`src/rtl/bus_timer_device.sv`:
```
// Memory-mapped timer, LED and 7-segment device with a free-running tick counter.
// Zero-latency reads, single-cycle writes, software-clearable overflow status.
module bus_timer_device #(
  parameter logic [31:0] BASE_ADDR = 32'h40000000
) (
  input  logic        clk,
  input  logic        reset,
  input  logic        Device_Read,
  input  logic        Device_Write,
  input  logic [31:0] MemBus_Address,
  input  logic [31:0] MemBus_Write_Data,
  output logic [31:0] Device_Read_Data,
  output logic [7:0]  leds,
  output logic [11:0] digi,
  output logic        irq
);

  typedef enum logic {
    IDLE  = 1'b0,
    COUNT = 1'b1
  } tstate_e;

  localparam logic [2:0] OFF_TH   = 3'd0;
  localparam logic [2:0] OFF_TL   = 3'd1;
  localparam logic [2:0] OFF_TCON = 3'd2;
  localparam logic [2:0] OFF_LED  = 3'd3;
  localparam logic [2:0] OFF_DIGI = 3'd4;
  localparam logic [2:0] OFF_TICK = 3'd5;

  logic [31:0] th_q, th_d;
  logic [31:0] tl_q, tl_d;
  logic [2:0]  tcon_q, tcon_d;
  logic [7:0]  led_q, led_d;
  logic [11:0] digi_q, digi_d;
  logic [31:0] tick_q, tick_d;

  logic        hit;
  logic [2:0]  off;
  logic        wr;
  logic        ovf;
  tstate_e     state;
  logic        unused_addr_lsb;

  assign hit   = MemBus_Address[31:5] == BASE_ADDR[31:5];
  assign off   = MemBus_Address[4:2];
  assign wr    = Device_Write && hit;
  assign state = tstate_e'(tcon_q[0]);
  assign ovf   = (state == COUNT) && (tl_q == 32'hFFFFFFFF);
  assign unused_addr_lsb = &{1'b0, MemBus_Address[1:0]};

  // Combinational read mux; returns pre-write values.
  always_comb begin
    Device_Read_Data = 32'h0;
    if (Device_Read && hit) begin
      unique case (off)
        OFF_TH:   Device_Read_Data = th_q;
        OFF_TL:   Device_Read_Data = tl_q;
        OFF_TCON: Device_Read_Data = {29'h0, tcon_q};
        OFF_LED:  Device_Read_Data = {24'h0, led_q};
        OFF_DIGI: Device_Read_Data = {20'h0, digi_q};
        OFF_TICK: Device_Read_Data = tick_q;
        default:  Device_Read_Data = 32'h0;
      endcase
    end
  end

  // Next-state: counting, reload, CPU writes (CPU wins on TL, set wins on status).
  always_comb begin
    th_d   = th_q;
    tl_d   = tl_q;
    tcon_d = tcon_q;
    led_d  = led_q;
    digi_d = digi_q;
    tick_d = tick_q + 32'd1;

    unique case (state)
      IDLE:  tl_d = tl_q;
      COUNT: tl_d = ovf ? th_q : tl_q + 32'd1;
      default: tl_d = tl_q;
    endcase

    if (wr) begin
      unique case (off)
        OFF_TH:   th_d   = MemBus_Write_Data;
        OFF_TL:   tl_d   = MemBus_Write_Data;
        OFF_TCON: tcon_d = {MemBus_Write_Data[2] & tcon_q[2],
                            MemBus_Write_Data[1:0]};
        OFF_LED:  led_d  = MemBus_Write_Data[7:0];
        OFF_DIGI: digi_d = MemBus_Write_Data[11:0];
        default:  ;
      endcase
    end

    if (ovf && tcon_q[1]) tcon_d[2] = 1'b1;
  end

  // State registers with asynchronous clear.
  always_ff @(posedge clk or negedge reset) begin
    if (!reset) begin
      th_q   <= 32'h0;
      tl_q   <= 32'h0;
      tcon_q <= 3'h0;
      led_q  <= 8'h0;
      digi_q <= 12'h0;
      tick_q <= 32'h0;
    end else begin
      th_q   <= th_d;
      tl_q   <= tl_d;
      tcon_q <= tcon_d;
      led_q  <= led_d;
      digi_q <= digi_d;
      tick_q <= tick_d;
    end
  end

  assign leds = led_q;
  assign digi = digi_q;
  assign irq  = tcon_q[1] & tcon_q[2];

endmodule

```
`config.mk`:
```
export PLATFORM = sky130hd
export DESIGN_NAME = bus_timer_device
export DESIGN_NICKNAME = d
export VERILOG_FILES = /design/src/rtl/bus_timer_device.sv
export SDC_FILE = /design/constraint.sdc
export NUM_CORES = 1
export LEC_CHECK = 0
export CORE_UTILIZATION = 50
export DETAILED_ROUTE_END_ITERATION = 12
export PLACE_DENSITY = 0.76
export SLEW_MARGIN = 20
export SYNTH_ARGS = -nofsm -noshare
export SYNTH_HDL_FRONTEND = slang
export SYNTH_SLANG_ARGS = --single-unit
```
`constraint.sdc`:
```
create_clock -name clk -period 3.1 [get_ports clk]
set_input_delay 0.775 -clock clk [delete_from_list [all_inputs] [get_ports clk]]
set_output_delay 0.775 -clock clk [all_outputs]
set_load 0.005 [all_outputs]
```
==> impl_metrics.toml, run 1 <==
[timing]
hold_viol = 0
fin_crit_sh = 1.014
relSlewSlack = 0.5126
finalSetupViolations = 12
worstMarginPinSlew_ns = 0.7210
slew_viol_final = 0
timing.final.ws_setup_ns = -0.04257
rsz0062_at_grt = "true"
fin_crit_ns = 3.143
max_freq_mhz = 318.2
skew_ns = 0.009316

[global_route]
grt.overflow.total = 0
use_met2 = 0.4754
grt_max_degree = 46
antenna_found_initial = 0
top_usage_layer = "met2"
grt_pass1_vias = 6236
grt_pass1_wl_mm = 31.39
met3_usage = 0.07674
grt_util_met1 = 0.3578
grt_usage = 0.2871

[critical_path]
worstSetupPathDepth = 10
regToRegStartpoint = "tl_q[10]$_DFF_PN0_"
slowest_delay_ns = 0.28
reg2reg_depth = 7
path_buf_inv = 5
cp_max_fo = 6
cp_common_cell = "buf_6"
cp_top_family = "simple AND/OR/NAND/NOR gates"
path_cells = "buf_6 > nor4_4 > nand4_1 > nor3_2 > nand3b_1 > buf_6 > buf_12 > buf_16 > nor2_4 > buf_2"
r2r_setup_slack_ns = 0.74
slowest_stage = "nor4_4"
critical_path_class = "in -> out"
required_ns = 2.32
cp-end-kind = "output port"
start_kind = "input pin"
critPathArrivalTime_ns = 2.37
endpoint = "Device_Read_Data[27]"
cp-startpoint = "MemBus_Address[31]"
r2r-end = "tl_q[0]$_DFF_PN0_"

[routing]
drt-vias-per-instance = 5.917
drt_iter0_markers = 449
wirelength_mm = 19.27
wl_per_cell_um = 18.78
firstDrtPassIters = 5
detail-route-antenna-nets = 0
dr_total_vias = 6071
drc = 0

[job]
maxCapViolations = 0

[placement]
place_congestion = 0.8715
dp_cells = 985
dpl.hpwl_mm = 13.36
pre_cts_ws_ns = -0.6241
numPortBuffers = 118

[synthesis]
netlist_top_cells_area = "dfrtp_1 44%, mux2_1 6.6%, nor2_1 4.9%, mux2i_1 3.7%, nand2_1 3.4%"
synth_largest_area_cell = "dfrtp_1"
synth_top_cell_area_share = 0.4390
synthDistinctLibCells = 63
synthesis.nets = 760
synthCells = 690
synth_ff_type = "dfrtp_1"
synthArstFlopShare = 1.000
synth_edf_count = 0
yosysWarnings = 0
synthTopCellsByCount = "119 x dfrtp_1, 89 x nor2_1, 61 x nand2_1"
yosysMostFrequentCell = "dfrtp_1"
syn_area_per_cell_sq_um = 9.832
synth_area_sq_mm = 0.006784
seq_area_frac_synth = 0.4390
ys_ff_latch = 119

[cts]
cts_max_level = 4
cts_tree = "built"
path_clk_slew_ns = 0.05
cts_buffers = 17
clock_path_buffers = 2
clock-sinks = 119
hold_buffers = 0
clk_latency_ns = 0.41
clock-root-buffer = "clkbuf_16"

[floorplan]
die_h_um = 118.5
start_util = 0.5123
die_area_sq_mm = 0.01404
ioPinCount = 121
die_w_um = 118.5
core-area_sq_mm = 0.01324
std_cell_rows = 42

[power]
power_density_mw_per_mm2 = 395.9
leakagePower_nw = 4.066
peakVddDrop_uv = 342.1

[finish]
drive_gt1_frac = 0.2271
fin_nets = 909
num-fill-cells = 1029
antennaDiodeCount = 0
multiInputGateArea_sq_mm = 0.003787
syn_to_final_growth_pct = 34.16
final_cells = 1026
regArea_sq_mm = 0.002978

[min_path]
hold_class = "in -> async"

[outcome]
violations = "negative setup slack"
status = "complete, but fails checks"
-- cells in the final DEF, fill, tap and decap left out, drive strengths merged, types with 20 or more instances in the layout --
cell type      instances
nor2                  90
dfrtp                119
clkbuf                45
clkdlybuf4s50         55
mux2                  60
nand4                 22
nand2                 61
mux2i                 25
buf                   81
nand3                 25
xnor2                 20
a21oi                 40
-- kinds of logic after synthesis --
| family | synth area share |
|---|---|
| AO/OA/AOI/OAI | 0.1114 |
| multiplexers | 0.1630 |
| buffers and inverters | 0.03523 |
| adder cells (fa/ha/maj) | 0.003688 |
| XOR/XNOR | 0.04131 |
| AND/OR/NAND/NOR | 0.2064 |
| flip-flops | 0.4390 |
-- worst reg2reg max path, stage by stage (launching register included) --
cell	delay, ns
dfrtp_1	0.50
and4_1	0.35
and4_1	0.28
and4_1	0.44
buf_4	0.26
nor2_1	0.06
a211oi_1	0.21
o21ai_0	0.12
-- what timing repair did --
item                       in CTS  in global routing
cloned                          3                  0
pin swaps                      24                 13
gates resized for setup       161                 74
setup buffers                   8                  1
setup endpoints to repair      32                 32
-- registers in the layout, indices dropped and copies added (netlist names) --
register  cells
th_q         32
tcon_q        3
digi         12
tl_q         32
leds          8
tick_q       32
-- per-layer routing --
metal / wire, um / up-vias
met5: 0 / -
met4: 428 / 0
met3: 1175 / 37
met2: 9671 / 215
met1: 7993 / 3013
li1: - / 2806
-- metrics by stage --
stage	power [mW]	hold slack (ns)	area (sq um)	setup TNS, ns	util
finish	3.603	0.3705	9101	-0.2449	0.6873
floorplan	1.653	0.4419	6784	0	-
global placement	1.818	0.4584	8417	-18.23	0.6356
global route	3.715	0.4056	9101	-1.175	0.6873
CTS	3.616	0.3872	9049	0	0.6833
detailed placement	1.823	0.4821	8417	-19.45	0.6356
-- power breakdown --
part / switching (mW) / internal (mW)
registers: 0.0000678 / 1.56
logic: 0.126 / 0.122
clock network: 0.649 / 1.15
total: 0.775 / 2.83
-- worst min path at each step --
stage | from | end | slack, ns | cells past startpoint
detailed placement | tick_q[31]$_DFF_PN0_ | tick_q[31]$_DFF_PN0_ | 0.48 | 1
finish | reset | tick_q[17]$_DFF_PN0_ | 0.37 | 1
floorplan | tick_q[31]$_DFF_PN0_ | tick_q[31]$_DFF_PN0_ | 0.44 | 1
global placement | tick_q[31]$_DFF_PN0_ | tick_q[31]$_DFF_PN0_ | 0.46 | 1
global route | reset | tick_q[16]$_DFF_PN0_ | 0.41 | 1
CTS | reset | tick_q[17]$_DFF_PN0_ | 0.39 | 1
-- area by class of cell --
type | instances | area share
Multi-Input combinational cell | 523 | 0.4161
Inverter | 8 | 0.003299
Clock inverter | 4 | 0.004949
Timing Repair Buffer | 170 | 0.1705
Sequential cell | 119 | 0.3272
Clock buffer | 26 | 0.05375
Tap cell | 176 | 0.02420
Power figures use the tool's default switching activity.
==> run 2: changes to the inputs <==
PLACE_DENSITY = 0.81   (was 0.76)
==> run 2 against run 1 <==
Net effect: the run still ends with negative setup slack left; highest routed layer unchanged; sequential share of layout area rose by 0.11 points; critical path depth fell by 1; worst hold slack got worse by 0.048 ns; power rose by 2.6%; register-to-register slack got worse by 0.04 ns; sequential power barely moved; global-route usage rose by 0.95 points; critical path type unchanged; via count rose by 2.3%; fmax rose by 0.14%; non-clock buffer count fell by 7.
==> impl_metrics.toml, run 2 (synthesized netlist as in run 1, its figures left out) <==
[critical_path]
cp_common_cell = "buf_6"
slowest_delay_ns = 0.27
r2r_setup_slack_ns = 0.70
start_kind = "input pin"
r2r-end = "tl_q[7]$_DFF_PN0_"
required_ns = 2.32
critical_path_class = "in -> out"
cp-end-kind = "output port"
critPathArrivalTime_ns = 2.36
regToRegStartpoint = "tl_q[10]$_DFF_PN0_"
reg2reg_depth = 7
slowest_stage = "nor4_4"
path_cells = "buf_6 > nor4_4 > nand4_1 > nor3_4 > nand3b_1 > buf_6 > buf_16 > nor2b_1 > buf_2"
cp_max_fo = 6

[timing]
fin_crit_sh = 1.012
slew_viol_final = 0
timing.final.ws_setup_ns = -0.03829
hold_slack_ns = 0.3223
skew_ns = 0.009118
fin_crit_ns = 3.138
hold_viol = 0
worstMarginPinSlew_ns = 0.7028
relSlewSlack = 0.5271
finalSetupViolations = 9
max_freq_mhz = 318.6
rsz0062_at_grt = "true"

[cts]
cts_max_level = 4
cts_buffers = 17
cts_tree = "built"
clk_latency_ns = 0.43
clock-sinks = 119
clock-root-buffer = "clkbuf_16"
path_clk_slew_ns = 0.05
hold_buffers = 0
clock_path_buffers = 2

[routing]
drt_iter0_markers = 570
wirelength_mm = 20.15
detail-route-antenna-nets = 0
firstDrtPassIters = 5
wl_per_cell_um = 19.74
dr_total_vias = 6208
drt-vias-per-instance = 6.080
drc = 0

[finish]
design_area_sq_mm = 0.009070
mostFrequentLayoutCells = "119 x dfrtp_1, 64 x nor2_1, 60 x nand2_1, 55 x clkdlybuf4s50_1, 40 x mux2_1"
fin_nets = 902
antennaDiodeCount = 0
syn_to_final_growth_pct = 33.70
top_regs = "th_q: 32 flops, tick_q: 32 flops, tl_q: 32 flops"
layout_commonest_cell = "dfrtp_1"
drive_gt1_frac = 0.2308

[power]
power_density_mw_per_mm2 = 407.6
peakVddDrop_uv = 438.9
leakagePower_nw = 4.031
power_mw = 3.697

[placement]
dpl.hpwl_mm = 13.32
place_congestion = 0.8673
numPortBuffers = 118
pre_cts_ws_ns = -0.6700
place_area_sq_mm = 0.008379

[global_route]
grt_usage = 0.2966
grt.overflow.total = 0
grt_max_degree = 60
antenna_found_initial = 0
grt_pass1_wl_mm = 32.36
grt_pass1_vias = 6337

[outcome]
violations = "negative setup slack"
status = "complete, but fails checks"

[floorplan]
start_util = 0.5123
die_h_um = 118.5
die_w_um = 118.5
die_area_sq_mm = 0.01404
core-area_sq_mm = 0.01324
ioPinCount = 121
std_cell_rows = 42

[min_path]
hold_class = "in -> async"

[job]
maxCapViolations = 0
run 2: cell types whose count changed in the layout (fill, tap and decap cells not counted), sizes merged:
cell           previous run  this run
clkinv                    3         5
buf                      81        73
clkinvlp                  0         5
dlygate4sd2               4        10
clkdlybuf4s15            10         8
clkbuf                   45        37
run 2: stage by stage:
step | std cells | TNS, ns | util
after detailed placement | 980 | -20.05 | 0.6327
after CTS | 1022 | -0.1556 | 0.6854
after floorplan | 690 | 0 | -
after global routing | 1021 | -1.678 | 0.6849
after global placement | 980 | -17.43 | 0.6327
final | 1021 | -0.09120 | 0.6849
run 2: worst max path at each step:
| stage | start | to | slack [ns] |
|---|---|---|---|
| after CTS | MemBus_Address[9] | Device_Read_Data[14] | -0.05 |
| after global routing | MemBus_Address[21] | Device_Read_Data[10] | -0.13 |
| final | MemBus_Address[14] | Device_Read_Data[10] | -0.04 |
| after global placement | MemBus_Address[6] | Device_Read_Data[5] | -0.61 |
| after detailed placement | MemBus_Address[14] | Device_Read_Data[5] | -0.67 |
| after floorplan | MemBus_Address[4] | Device_Read_Data[1] | 0.20 |
run 2: layer usage:
| layer | part of all wire | global-route usage |
|---|---|---|
| met1 | 0.41 | 0.3731 |
| met2 | 0.50 | 0.4941 |
| met3 | 0.062 | 0.05454 |
| met4 | 0.030 | 0.1416 |
| met5 | 0 | 0 |
run 2: cell type report:
cell class	count	area (sq um)
clock inverters	11	100.1
flip-flops and latches	119	2978
repair buffers	163	1481
inverters	8	30.03
fillers	997	4173
multi-input cells	523	3790
well taps	176	220.2
clock buffers	21	470.5
run 2: repair_timing:
item / in CTS / in global routing
resized for setup: 184 / 50
buffers inserted: 8 / 1
cloned: 2 / 0
pin swaps: 16 / 16
endpoints found under the setup margin: 32 / 32
run 2: power by group:
part,total (mW),leakage (nW),switching (mW),internal (mW)
clock,1.90,0.267,0.737,1.16
sequential,1.55,1.52,0.0000694,1.55
combinational,0.245,2.24,0.127,0.119
run 2: critical path: cells and delay by family:
kind / cells / cell delay, ns
buffers and inverters: 4 / 0.56
AND/OR/NAND/NOR: 5 / 1.03
